--- src/rtl/z3_target_sequencer_if.sv ---
`default_nettype none
// ============================================================================
// Module      : z3_target_sequencer_if
// Description : Bundle of Zorro III slave-cycle signals between the buffered
//               bus/decode logic (master side) and z3_target_sequencer
//               (slave side).
//   master drives : FCS_n, READ, DS_n[3:0], validspace, sel[NT-1:0], ack[NT-1:0]
//   slave drives  : grant[NT-1:0], dtack, dout_en, tmo, tmo_cnt[7:0], busy
// Revision    : 1.0 - initial release
// ============================================================================
interface z3_target_sequencer_if #(
  parameter int NT = 5
);
  logic          FCS_n;
  logic          READ;
  logic [3:0]    DS_n;
  logic          validspace;
  logic [NT-1:0] sel;
  logic [NT-1:0] ack;
  logic [NT-1:0] grant;
  logic          dtack;
  logic          dout_en;
  logic          tmo;
  logic [7:0]    tmo_cnt;
  logic          busy;

  modport master (
    output FCS_n, READ, DS_n, validspace, sel, ack,
    input  grant, dtack, dout_en, tmo, tmo_cnt, busy
  );

  modport slave (
    input  FCS_n, READ, DS_n, validspace, sel, ack,
    output grant, dtack, dout_en, tmo, tmo_cnt, busy
  );
endinterface
`default_nettype wire

--- src/rtl/z3_target_sequencer.sv ---
`default_nettype none
// ============================================================================
// Module      : z3_target_sequencer
// Description : Arbitrates every Zorro III slave cycle addressed to the board.
//               Grants the data bus to one local target (IACK, AUTOCFG, SCSI,
//               ROM, IDREG; lowest index wins), waits for that target's ack and
//               then holds a registered DTACK request until FCS_n negates.
// Ports       : CLK      - board clock, all state on the rising edge
//               RESET_n  - asynchronous active-low reset
//               bus      - z3_target_sequencer_if slave modport
//                          (FCS_n/READ/DS_n/validspace/sel/ack in,
//                           grant/dtack/dout_en/tmo/tmo_cnt/busy out)
// Config      : define TARGET_TIMEOUT_EN to force termination of a cycle after
//               TMO_CYCLES clocks in DATA without an ack (tmo/tmo_cnt active).
//               Undefined: DATA waits forever, tmo and tmo_cnt are tied 0.
// Revision    : 1.0 - initial release
// ============================================================================
module z3_target_sequencer #(
  parameter int NT         = 5,
  parameter int TMO_CYCLES = 64,
  parameter int CNT_W      = 7
) (
  input wire CLK,
  input wire RESET_n,
  z3_target_sequencer_if.slave bus
);

  // Reject configurations where the wait counter cannot reach its terminal value.
  generate
    if (TMO_CYCLES < 2 || (TMO_CYCLES - 1) >= (1 << CNT_W)) begin : g_bad_cfg
      $error("z3_target_sequencer: TMO_CYCLES/CNT_W combination invalid");
    end
  endgenerate

  typedef enum logic [1:0] {
    S_IDLE  = 2'd0,
    S_START = 2'd1,
    S_DATA  = 2'd2,
    S_END   = 2'd3
  } state_t;

  state_t        r_state, w_state_nxt;
  logic [NT-1:0] r_grant, w_grant_nxt;
  logic          r_dtack, w_dtack_nxt;
  logic [NT-1:0] w_sel_lsb;
  logic          w_hit;

`ifdef TARGET_TIMEOUT_EN
  logic [CNT_W-1:0] r_cnt, w_cnt_nxt;
  logic             r_tmo, w_tmo_nxt;
  logic [7:0]       r_tmo_cnt, w_tmo_cnt_nxt;
`endif

  // Isolate the lowest set sel bit: x & -x.
  assign w_sel_lsb = bus.sel & (~bus.sel + {{(NT-1){1'b0}}, 1'b1});
  // Only the granted target's ack counts.
  assign w_hit     = |(bus.ack & r_grant);

  always_comb begin
    w_state_nxt = r_state;
    w_grant_nxt = r_grant;
    w_dtack_nxt = r_dtack;
`ifdef TARGET_TIMEOUT_EN
    w_cnt_nxt     = r_cnt;
    w_tmo_nxt     = r_tmo;
    w_tmo_cnt_nxt = r_tmo_cnt;
`endif
    case (r_state)
      S_IDLE: begin
        w_grant_nxt = '0;
        w_dtack_nxt = 1'b0;
`ifdef TARGET_TIMEOUT_EN
        w_tmo_nxt   = 1'b0;
`endif
        if (!bus.FCS_n && bus.validspace && (|bus.sel)) begin
          w_grant_nxt = w_sel_lsb;
          w_state_nxt = S_START;
        end
      end
      S_START: begin
        if (bus.FCS_n) begin
          w_state_nxt = S_IDLE;
          w_grant_nxt = '0;
        end else if (bus.READ || (bus.DS_n != 4'hF)) begin
          // Writes wait here until a data strobe shows valid data.
          w_state_nxt = S_DATA;
`ifdef TARGET_TIMEOUT_EN
          w_cnt_nxt   = '0;
`endif
        end
      end
      S_DATA: begin
        if (bus.FCS_n) begin
          w_state_nxt = S_IDLE;
          w_grant_nxt = '0;
        end else if (w_hit) begin
          w_state_nxt = S_END;
          w_dtack_nxt = 1'b1;
`ifdef TARGET_TIMEOUT_EN
          w_tmo_nxt   = 1'b0;
`endif
        end
`ifdef TARGET_TIMEOUT_EN
        else if (r_cnt == CNT_W'(TMO_CYCLES - 1)) begin
          // Forced termination so a silent target cannot hang the bus.
          w_state_nxt = S_END;
          w_dtack_nxt = 1'b1;
          w_tmo_nxt   = 1'b1;
          if (r_tmo_cnt != 8'hFF) begin
            w_tmo_cnt_nxt = r_tmo_cnt + 8'd1;
          end
        end else begin
          w_cnt_nxt = r_cnt + CNT_W'(1);
        end
`endif
      end
      S_END: begin
        if (bus.FCS_n) begin
          w_state_nxt = S_IDLE;
          w_dtack_nxt = 1'b0;
          w_grant_nxt = '0;
`ifdef TARGET_TIMEOUT_EN
          w_tmo_nxt   = 1'b0;
`endif
        end
      end
      default: begin
        w_state_nxt = S_IDLE;
        w_grant_nxt = '0;
        w_dtack_nxt = 1'b0;
      end
    endcase
  end

  always_ff @(posedge CLK or negedge RESET_n) begin
    if (!RESET_n) begin
      r_state   <= S_IDLE;
      r_grant   <= '0;
      r_dtack   <= 1'b0;
`ifdef TARGET_TIMEOUT_EN
      r_cnt     <= '0;
      r_tmo     <= 1'b0;
      r_tmo_cnt <= 8'h00;
`endif
    end else begin
      r_state   <= w_state_nxt;
      r_grant   <= w_grant_nxt;
      r_dtack   <= w_dtack_nxt;
`ifdef TARGET_TIMEOUT_EN
      r_cnt     <= w_cnt_nxt;
      r_tmo     <= w_tmo_nxt;
      r_tmo_cnt <= w_tmo_cnt_nxt;
`endif
    end
  end

  assign bus.grant   = r_grant;
  assign bus.dtack   = r_dtack;
  assign bus.dout_en = r_dtack & bus.READ;
  assign bus.busy    = (r_state != S_IDLE);
`ifdef TARGET_TIMEOUT_EN
  assign bus.tmo     = r_tmo;
  assign bus.tmo_cnt = r_tmo_cnt;
`else
  assign bus.tmo     = 1'b0;
  assign bus.tmo_cnt = 8'h00;
`endif

endmodule
`default_nettype wire
--- src/flat_wrapper.sv ---
// flat-port wrapper written by rule: the top's interface ports become plain ports
module z3_target_sequencer_flat 
#(
  parameter int NT         = 5,
  parameter int TMO_CYCLES = 64,
  parameter int CNT_W      = 7
)
  (CLK, RESET_n, bus_FCS_n, bus_READ, bus_DS_n, bus_validspace, bus_sel, bus_ack, bus_grant, bus_dtack, bus_dout_en, bus_tmo, bus_tmo_cnt, bus_busy);
  z3_target_sequencer_if #(.NT(NT)) bus_i ();
  input wire CLK;
  input wire RESET_n;
  input wire logic [$bits(bus_i.FCS_n)-1:0] bus_FCS_n;
  input wire logic [$bits(bus_i.READ)-1:0] bus_READ;
  input wire logic [$bits(bus_i.DS_n)-1:0] bus_DS_n;
  input wire logic [$bits(bus_i.validspace)-1:0] bus_validspace;
  input wire logic [$bits(bus_i.sel)-1:0] bus_sel;
  input wire logic [$bits(bus_i.ack)-1:0] bus_ack;
  output wire logic [$bits(bus_i.grant)-1:0] bus_grant;
  output wire logic [$bits(bus_i.dtack)-1:0] bus_dtack;
  output wire logic [$bits(bus_i.dout_en)-1:0] bus_dout_en;
  output wire logic [$bits(bus_i.tmo)-1:0] bus_tmo;
  output wire logic [$bits(bus_i.tmo_cnt)-1:0] bus_tmo_cnt;
  output wire logic [$bits(bus_i.busy)-1:0] bus_busy;
  assign bus_i.FCS_n = bus_FCS_n;
  assign bus_i.READ = bus_READ;
  assign bus_i.DS_n = bus_DS_n;
  assign bus_i.validspace = bus_validspace;
  assign bus_i.sel = bus_sel;
  assign bus_i.ack = bus_ack;
  assign bus_grant = bus_i.grant;
  assign bus_dtack = bus_i.dtack;
  assign bus_dout_en = bus_i.dout_en;
  assign bus_tmo = bus_i.tmo;
  assign bus_tmo_cnt = bus_i.tmo_cnt;
  assign bus_busy = bus_i.busy;
  z3_target_sequencer #(.NT(NT), .TMO_CYCLES(TMO_CYCLES), .CNT_W(CNT_W)) u_core (.CLK(CLK), .RESET_n(RESET_n), .bus(bus_i));
endmodule
--- config.mk ---
export PLATFORM = sky130hd
export DESIGN_NAME = z3_target_sequencer_flat
export DESIGN_NICKNAME = d
export VERILOG_FILES = /design/src/rtl/z3_target_sequencer_if.sv /design/src/rtl/z3_target_sequencer.sv /design/src/flat_wrapper.sv
export SDC_FILE = /design/constraint.sdc
export NUM_CORES = 1
export LEC_CHECK = 0
export ABC_CLOCK_PERIOD_IN_PS = 2300
export BUFFER_PORTS_ARGS = -buffer_cell sky130_fd_sc_hd__buf_2
export CAP_MARGIN = 20
export CORE_MARGIN = 1
export CORE_UTILIZATION = 35
export DETAILED_ROUTE_END_ITERATION = 8
export HOLD_SLACK_MARGIN = 0.1
export PLACE_DENSITY = 0.71
export SLEW_MARGIN = 20
export SYNTH_ARGS = -nofsm -noshare
export SYNTH_HDL_FRONTEND = slang
export SYNTH_SLANG_ARGS = --single-unit
--- constraint.sdc ---
create_clock -name CLK -period 2.3 [get_ports CLK]
set_input_delay 0.46 -clock CLK [delete_from_list [all_inputs] [get_ports CLK]]
set_output_delay 0.46 -clock CLK [all_outputs]
set_load 0.05 [all_outputs]
# Word-level counts from Yosys, hierarchy flattened
# Index checks and enable logic that the tools add are counted.
classes:
  addsub: 1
  n_eq_ne: 11
  muxes: 14
  bitwise_logic: 4
  reduce_logical: 12
op_table:
  columns: ["cell", "n"]
  rows:
  - ["$mux 2", 6]
  - ["$and 5x5->5", 2]
  - ["$mux 5", 2]
  - ["$pmux 5 s2", 1]
  - ["$reduce_or 5->1", 2]
  - ["$pmux 2 s4", 1]
  - ["$reduce_and 4->1", 2]
  - ["$ne 2x1->1 const B", 3]
  - ["$ne 3x2->1 const B", 2]
  - ["$add 5x1->5 const B", 1]
  - ["$not 5->5", 1]
  - ["$eq 2x2->1 const B", 2]
  - ["$ne 2x2->1 const B", 2]
  - ["$ne 4x4->1 const B", 1]
  - ["$mux 1", 3]
  - ["$pmux 1 s3", 1]
  - ["$reduce_bool 3->1", 1]
  - ["$reduce_or 3->1", 1]
  - ["$eq 2x1->1 const B", 1]
  - ["$logic_and 1x1->1", 2]
  - ["$logic_not 2->1", 1]
  - ["$reduce_bool 2->1", 1]
  - ["$and 1x1->1", 1]
  - ["$logic_not 1->1", 1]
  - ["$logic_or 1x1->1", 1]
word_totals:
  ff_bits: 8
  inputBits: 19
  out_inout_bits: 17
  elab_cells: 45

# Logic depth before layout (Yosys ltp)
# Gate-level depths: netlist (run 1).
depth:
  ltp_word: 5
  depth_mapped: 4
  ltp_nobuf: 4

# Worst setup path before layout (run 1)
# Ideal clock, no wire load.
synth_timing:
  kind: "register to register"
  start: "register u_core.r_state[0]"
  end: "register u_core.r_grant[4], in the netlist u_core.bus.grant[4]"
  setup_time_ps: 73
  t_arrival_ps: 1540
  t_required_ps: 2227
  slack_ps: 687
  stages_incl_launch_ff: 5
  path_buffers: 0
  period_less_slack_ps: 1613
  cell_sequence: "dfrtp_1 -> nor2_1 -> inv_1 -> or3_1 -> a21oi_2"
synth_between:
  elab_chain_len: 3
  word_cells_on_any_way: 7
  cone_classes: "eq/ne: 4; mux: 1; reduce/logical: 2"
synth_rtl:
  columns: ["item", "line", "source"]
  rows:
  - ["start: declaration", "z3_target_sequencer.sv:42", "state_t r_state, w_state_nxt;"]
  - ["start signal: assignment", "z3_target_sequencer.sv:146", "r_state <= w_state_nxt;"]
  - ["$eq 2x1->1 / $eq 2x2->1 (equally long branches)", "z3_target_sequencer.sv:68", "case (r_state)"]
  - ["$reduce_or 3->1 (no line)", null, null]
  - ["$pmux 5 s2 / $ne 2x1->1 (equally long branches)", null, null]
  - ["end signal: assignment", "z3_target_sequencer.sv:147", "r_grant <= w_grant_nxt;"]
  - ["end: declaration", "z3_target_sequencer.sv:43", "logic [NT-1:0] r_grant, w_grant_nxt;"]
# Parallel ways exist; a longest one is shown, timed or not.
# A chain may end at the register's enable or synchronous reset.

# Worst setup path in the final report (run 1)
layout_timing:
  start: "register u_core.r_state[0]"
  end: "output port bus_busy"
layout_between:
  elab_chain_len: 1
layout_rtl:
  columns: ["item", "line", "source"]
  rows:
  - ["$reduce_bool 2->1", "z3_target_sequencer.sv:160", "assign bus.busy = (r_state != S_IDLE);"]
  - ["end: declaration", "flat_wrapper.sv:23", "output wire logic [$bits(bus_i.busy)-1:0] bus_busy;"]
# No other way between the ends.

==> reports/metrics.yaml, run 1 <==
cpPeakStageDelay_ns: 0.44
grt_max_degree: 10
syn_avg_cell_area_um2: 8.63
die_y_um: 39.8
cp_top_family: "buffers and inverters"
p_clk_share_pct: 29.4
dieArea_mm2: 0.00159
grt_pass1_wl_um: 1800
drc: 0
start_util_pct: 38.0
antenna_cells: 0
min_period_over_period_pct: 83.5
hold_class: "in2reg"
viasPerCell: 4.88
drv_cap: 0
finalSetupViolCount: 0
setup_ws_ns: 0.381
clk_pin_slew_worst_paths_ns: 0.06
seqPwrFrac_pct: 41.1
yosys_warnings: 0
hold_viol: 0
place_hpwl_um: 887
path_buf_inv: 2
synth_cell_types: 25
period_minus_slack_ns: 1.92
gr-total-overflow: 0
clock_sinks: 8
synth_seq_cells: 8
synthCells: 58
slew_viol_final: 0
root_buffer: "clkbuf_4"
row_count: 13
clk_latency_ns: 0.26
grt_setup_unrepaired: "no"
synthTopCellsByArea: "dfrtp_1, buf_4, nand2_1"
cts_max_path_buffers: 2
layout_commonest_cell: "buf_2"
ioPinCount: 36
combPwrFrac_pct: 29.4
final_cell_mix: "buf_2, conb_1, dfrtp_1, nand2_1"
setup_tns_ns: 0
leakage_nw: 0.337
pre_cts_slack_ns: 0.627
cts_setup_buffers: 0
first_iter_violations: 14
p_per_area_mw_per_mm2: 585
antenna_left: 0
track_usage_pct: 18.2
antenna_found_initial: 0
max_freq_ghz: 0.521
p_int_uw: 233
vias: 493
yosysTopAreaCellShare_pct: 40.0
firstDrtPassIters: 4
worstSetupStartpointType: "flop"
wl_per_cell_um: 11.1
worst_ep_arrival_time_ns: 1.46
cpMaxStageDelayCell: "dfrtp_1"
crit_chain: "nor2_1 -> inv_1 -> buf_2"
ir_drop_uv: 253
fin_skew_ns: 0.00218
nets: 107
ys_seq_area_share_pct: 40.0
cts_buffers: 3
io_buffers: 26
grt_pass1_vias: 417
cts-htree-levels: 1
routed_wirelength_um: 1130
fp.coreArea_mm2: 0.00132
cts_tree: "done"
outcome: "finished clean"
cp_max_fo: 7
critPathCaptureType: "primary output"
syn_area_um2: 500
p_sw_uw: 141
worstPathRequired_ns: 1.84
syn_to_final_growth_pct: 27.7
switching_share_pct: 37.8
die_x_um: 39.8
yosysTopAreaCell: "dfrtp_1"
place.gp.congestion: 0.793
worst-setup-path-type: "reg2out"
drive_above_1_share_pct: 36.0
==> area by class of cell <==
type	count	area, um^2
multi-input cells	44	243
clock buffers	3	22.5
repair buffers	27	140
inverters	4	15.0
well taps	15	18.8
fillers	133	678
flip-flops and latches	8	200
==> state kept, by name, summed over array words and instances, names as in the netlist <==
signal and cells:
u_core.bus.dtack 1, u_core.bus.grant 5, u_core.r_state 2
==> Yosys cell counts, drive strengths merged <==
| library cell | n |
|---|---|
| o21ai | 2 |
| nor2b | 1 |
| conb | 1 |
| or3 | 1 |
| nand2b | 1 |
| dfrtp | 8 |
| buf | 10 |
| nand2 | 6 |
| a211o | 1 |
| nand4b | 1 |
| a31oi | 1 |
| nand3 | 3 |
| a22oi | 2 |
| inv | 4 |
| and2 | 1 |
| a21oi | 5 |
| a222oi | 1 |
| or4 | 2 |
| o21a | 1 |
| nor2 | 3 |
| o2111ai | 1 |
| nand4 | 2 |
==> cells by family (layout without fill, tap and decap cells) <==
logic type,after synthesis,in the layout,synth area share (%)
compound gates,14,14,19.0
simple gates,21,21,22.8
flops,8,8,40.0
buf+inv,14,34,17.5
other cells,1,9,0.749
==> power groups by stage <==
| stage | registers (mW) | clock network, mW | logic (mW) |
|---|---|---|---|
| final | 0.154 | 0.110 | 0.110 |
| after global routing | 0.155 | 0.122 | 0.121 |
| after CTS | 0.154 | 0.117 | 0.110 |
| after detailed placement | 0.156 | 0 | 0.109 |
| after global placement | 0.156 | 0 | 0.108 |
| after floorplan | 0.164 | 0 | 0.0806 |
==> timing repair <==
item,in CTS,in global routing
endpoints found under the hold margin,8,0
setup endpoints to repair,0,0
hold buffers,1,0
gates resized for setup,0,0
==> routing by layer <==
metal | up-vias | track usage, % | wire length [um]
li1 | 248 | - | -
met3 | 2 | 6.82 | 106
met1 | 215 | 20.8 | 479
met5 | - | 0 | 0
met2 | 28 | 28.7 | 531
met4 | 0 | 10.3 | 8
==> metrics by stage <==
step	instance area [um^2]	util [%]	hold slack (ns)	power, mW	cells
2_1_floorplan	531	-	0.164	0.245	66
3_3_place_gp	607	46.1	0.311	0.264	97
3_5_place_dp	607	46.1	0.310	0.265	97
4_1_cts	639	48.5	0.449	0.381	101
5_1_grt	639	48.5	0.464	0.398	101
6_report	639	48.5	0.461	0.374	101
==> worst paths after layout <==
kind                                           from                  end  slack [ns]  cells after the start
min in group asynchronous                   RESET_n  u_core.bus.grant[0]        0.57                      2
worst max register to register    u_core.r_state[0]  u_core.bus.grant[4]        0.73                      4
worst max-delay path              u_core.r_state[0]             bus_busy        0.38                      3
max in group asynchronous                   RESET_n  u_core.bus.grant[1]        1.56                      2
worst min-delay path                      bus_FCS_n  u_core.bus.grant[4]        0.46                      2
worst min register to register  u_core.bus.grant[2]  u_core.bus.grant[2]        0.55                      2
Power figures use the tool's default switching activity.
==> inputs of run 2 (changes only) <==
Settings changed: ABC_CLOCK_PERIOD_IN_PS 2300 to 1600, CORE_UTILIZATION 35 to 34.
Clock period 2.3 ns to 1.6 ns, I/O delays scaled along.
==> reports/metrics.yaml, run 2 (synthesis results as in run 1) <==
leakage_nw: 0.340
setup_tns_ns: 0
hold_viol: 0
routed_wirelength_um: 1080
antenna_found_initial: 0
cts_buffers: 3
hold_class: "in2reg"
die_x_um: 40.4
seq_area_um2: 200
die_y_um: 40.4
finalPower_uw: 536
cts_max_path_buffers: 2
worstSetupStartpointType: "flop"
timing.rr.start: "u_core.r_state[0]"
root_buffer: "clkbuf_4"
fillers: 144
ir_drop_uv: 438
place.gp.congestion: 0.850
first_iter_violations: 5
instances_no_fill: 102
grt_setup_unrepaired: "no"
dpl.cell_count: 98
viasPerCell: 4.74
clock_sinks: 8
clk_pin_slew_worst_paths_ns: 0.05
clk_latency_ns: 0.25
cts_setup_buffers: 0
hold_end: "u_core.bus.grant[4]"
fp.coreArea_mm2: 0.00133
drv_cap: 0
min_period_over_period_pct: 92.8
nets: 108
ctsResizeCount: 0
worst_ep_arrival_time_ns: 1.16
layout_commonest_cell: "buf_2"
max_freq_ghz: 0.674
cp_max_fo: 7
period_minus_slack_ns: 1.48
drc: 0
r2r-end: "u_core.bus.grant[4]"
drive_above_1_share_pct: 37.9
row_count: 13
p_per_area_mw_per_mm2: 829
vias: 483
worstPathRequired_ns: 1.28
ioPinCount: 36
min_from: "bus_FCS_n"
place_hpwl_um: 889
track_usage_pct: 16.1
antenna_cells: 0
io_buffers: 26
critPathCaptureType: "primary output"
fin_skew_ns: 0.00484
multiInputGateArea_um2: 243
worst-setup-path-type: "reg2out"
final_cell_mix: "buf_2, conb_1, dfrtp_1, nand2_1, a21oi_1"
outcome: "finished clean"
ff2ff_setup_slack_ns: 0.31
firstDrtPassIters: 4
syn_to_final_growth_pct: 29.2
cts-htree-levels: 1
cts_tree: "done"
wl_per_cell_um: 10.6
finalSetupViolCount: 0
dieArea_mm2: 0.00163
slew_viol_final: 0
largest_reg_flops: 5
grt_pass1_wl_um: 1700
gr-total-overflow: 0
hold_depth: 2
grt_max_degree: 10
start_util_pct: 37.5
fin_util_pct: 48.5
ctsHoldBuffers: 1
worst-r2r-cell-count: 4
grt_pass1_vias: 430
antenna_left: 0
run 2: metal layers:
metal / share of wire [%] / vias up / track usage (%)
li1: - / 248 / -
met1: 46 / 217 / 19.4
met2: 49 / 18 / 25.8
met3: 4.7 / 0 / 3.33
met4: 0 / 0 / 10.0
met5: 0 / - / 0
run 2: stage by stage:
step | worst slack (ns) | hold WS, ns | area [um^2]
global route | 0.0458 | 0.327 | 647
floorplan | 0.106 | 0.0244 | 531
finish | 0.116 | 0.333 | 647
CTS | 0.109 | 0.329 | 647
detailed placement | 0.0697 | 0.174 | 614
global placement | 0.0837 | 0.172 | 614
run 2: where the power goes:
| group | switching (mW) | internal (mW) |
|---|---|---|
| clock network | 0.0646 | 0.0856 |
| logic | 0.123 | 0.0425 |
| registers | 0.00965 | 0.211 |
run 2: worst max-delay path by stage:
stage / from / to / slack [ns] / depth (start not counted)
final: u_core.r_state[0] / bus_busy / 0.12 / 3
after global routing: u_core.r_state[0] / bus_busy / 0.05 / 3
after CTS: u_core.r_state[0] / bus_busy / 0.11 / 3
after detailed placement: bus_sel[3] / u_core.bus.grant[4] / 0.07 / 4
after global placement: bus_sel[3] / u_core.bus.grant[4] / 0.08 / 4
after floorplan: u_core.r_state[0] / u_core.bus.grant[4] / 0.11 / 4
run 2: final cells by class:
class	instances	share of cell area, %
multi-input combinational	44	37.5
sequential	8	30.9
timing repair buffer	28	22.8
clock buffer	3	3.48
tap	15	2.90
inverter	4	2.32
run 2: critical path, stage by stage (launching register included):
cell and delay [ns]:
dfrtp_1 0.43, nor2_1 0.17, inv_2 0.09, buf_2 0.22
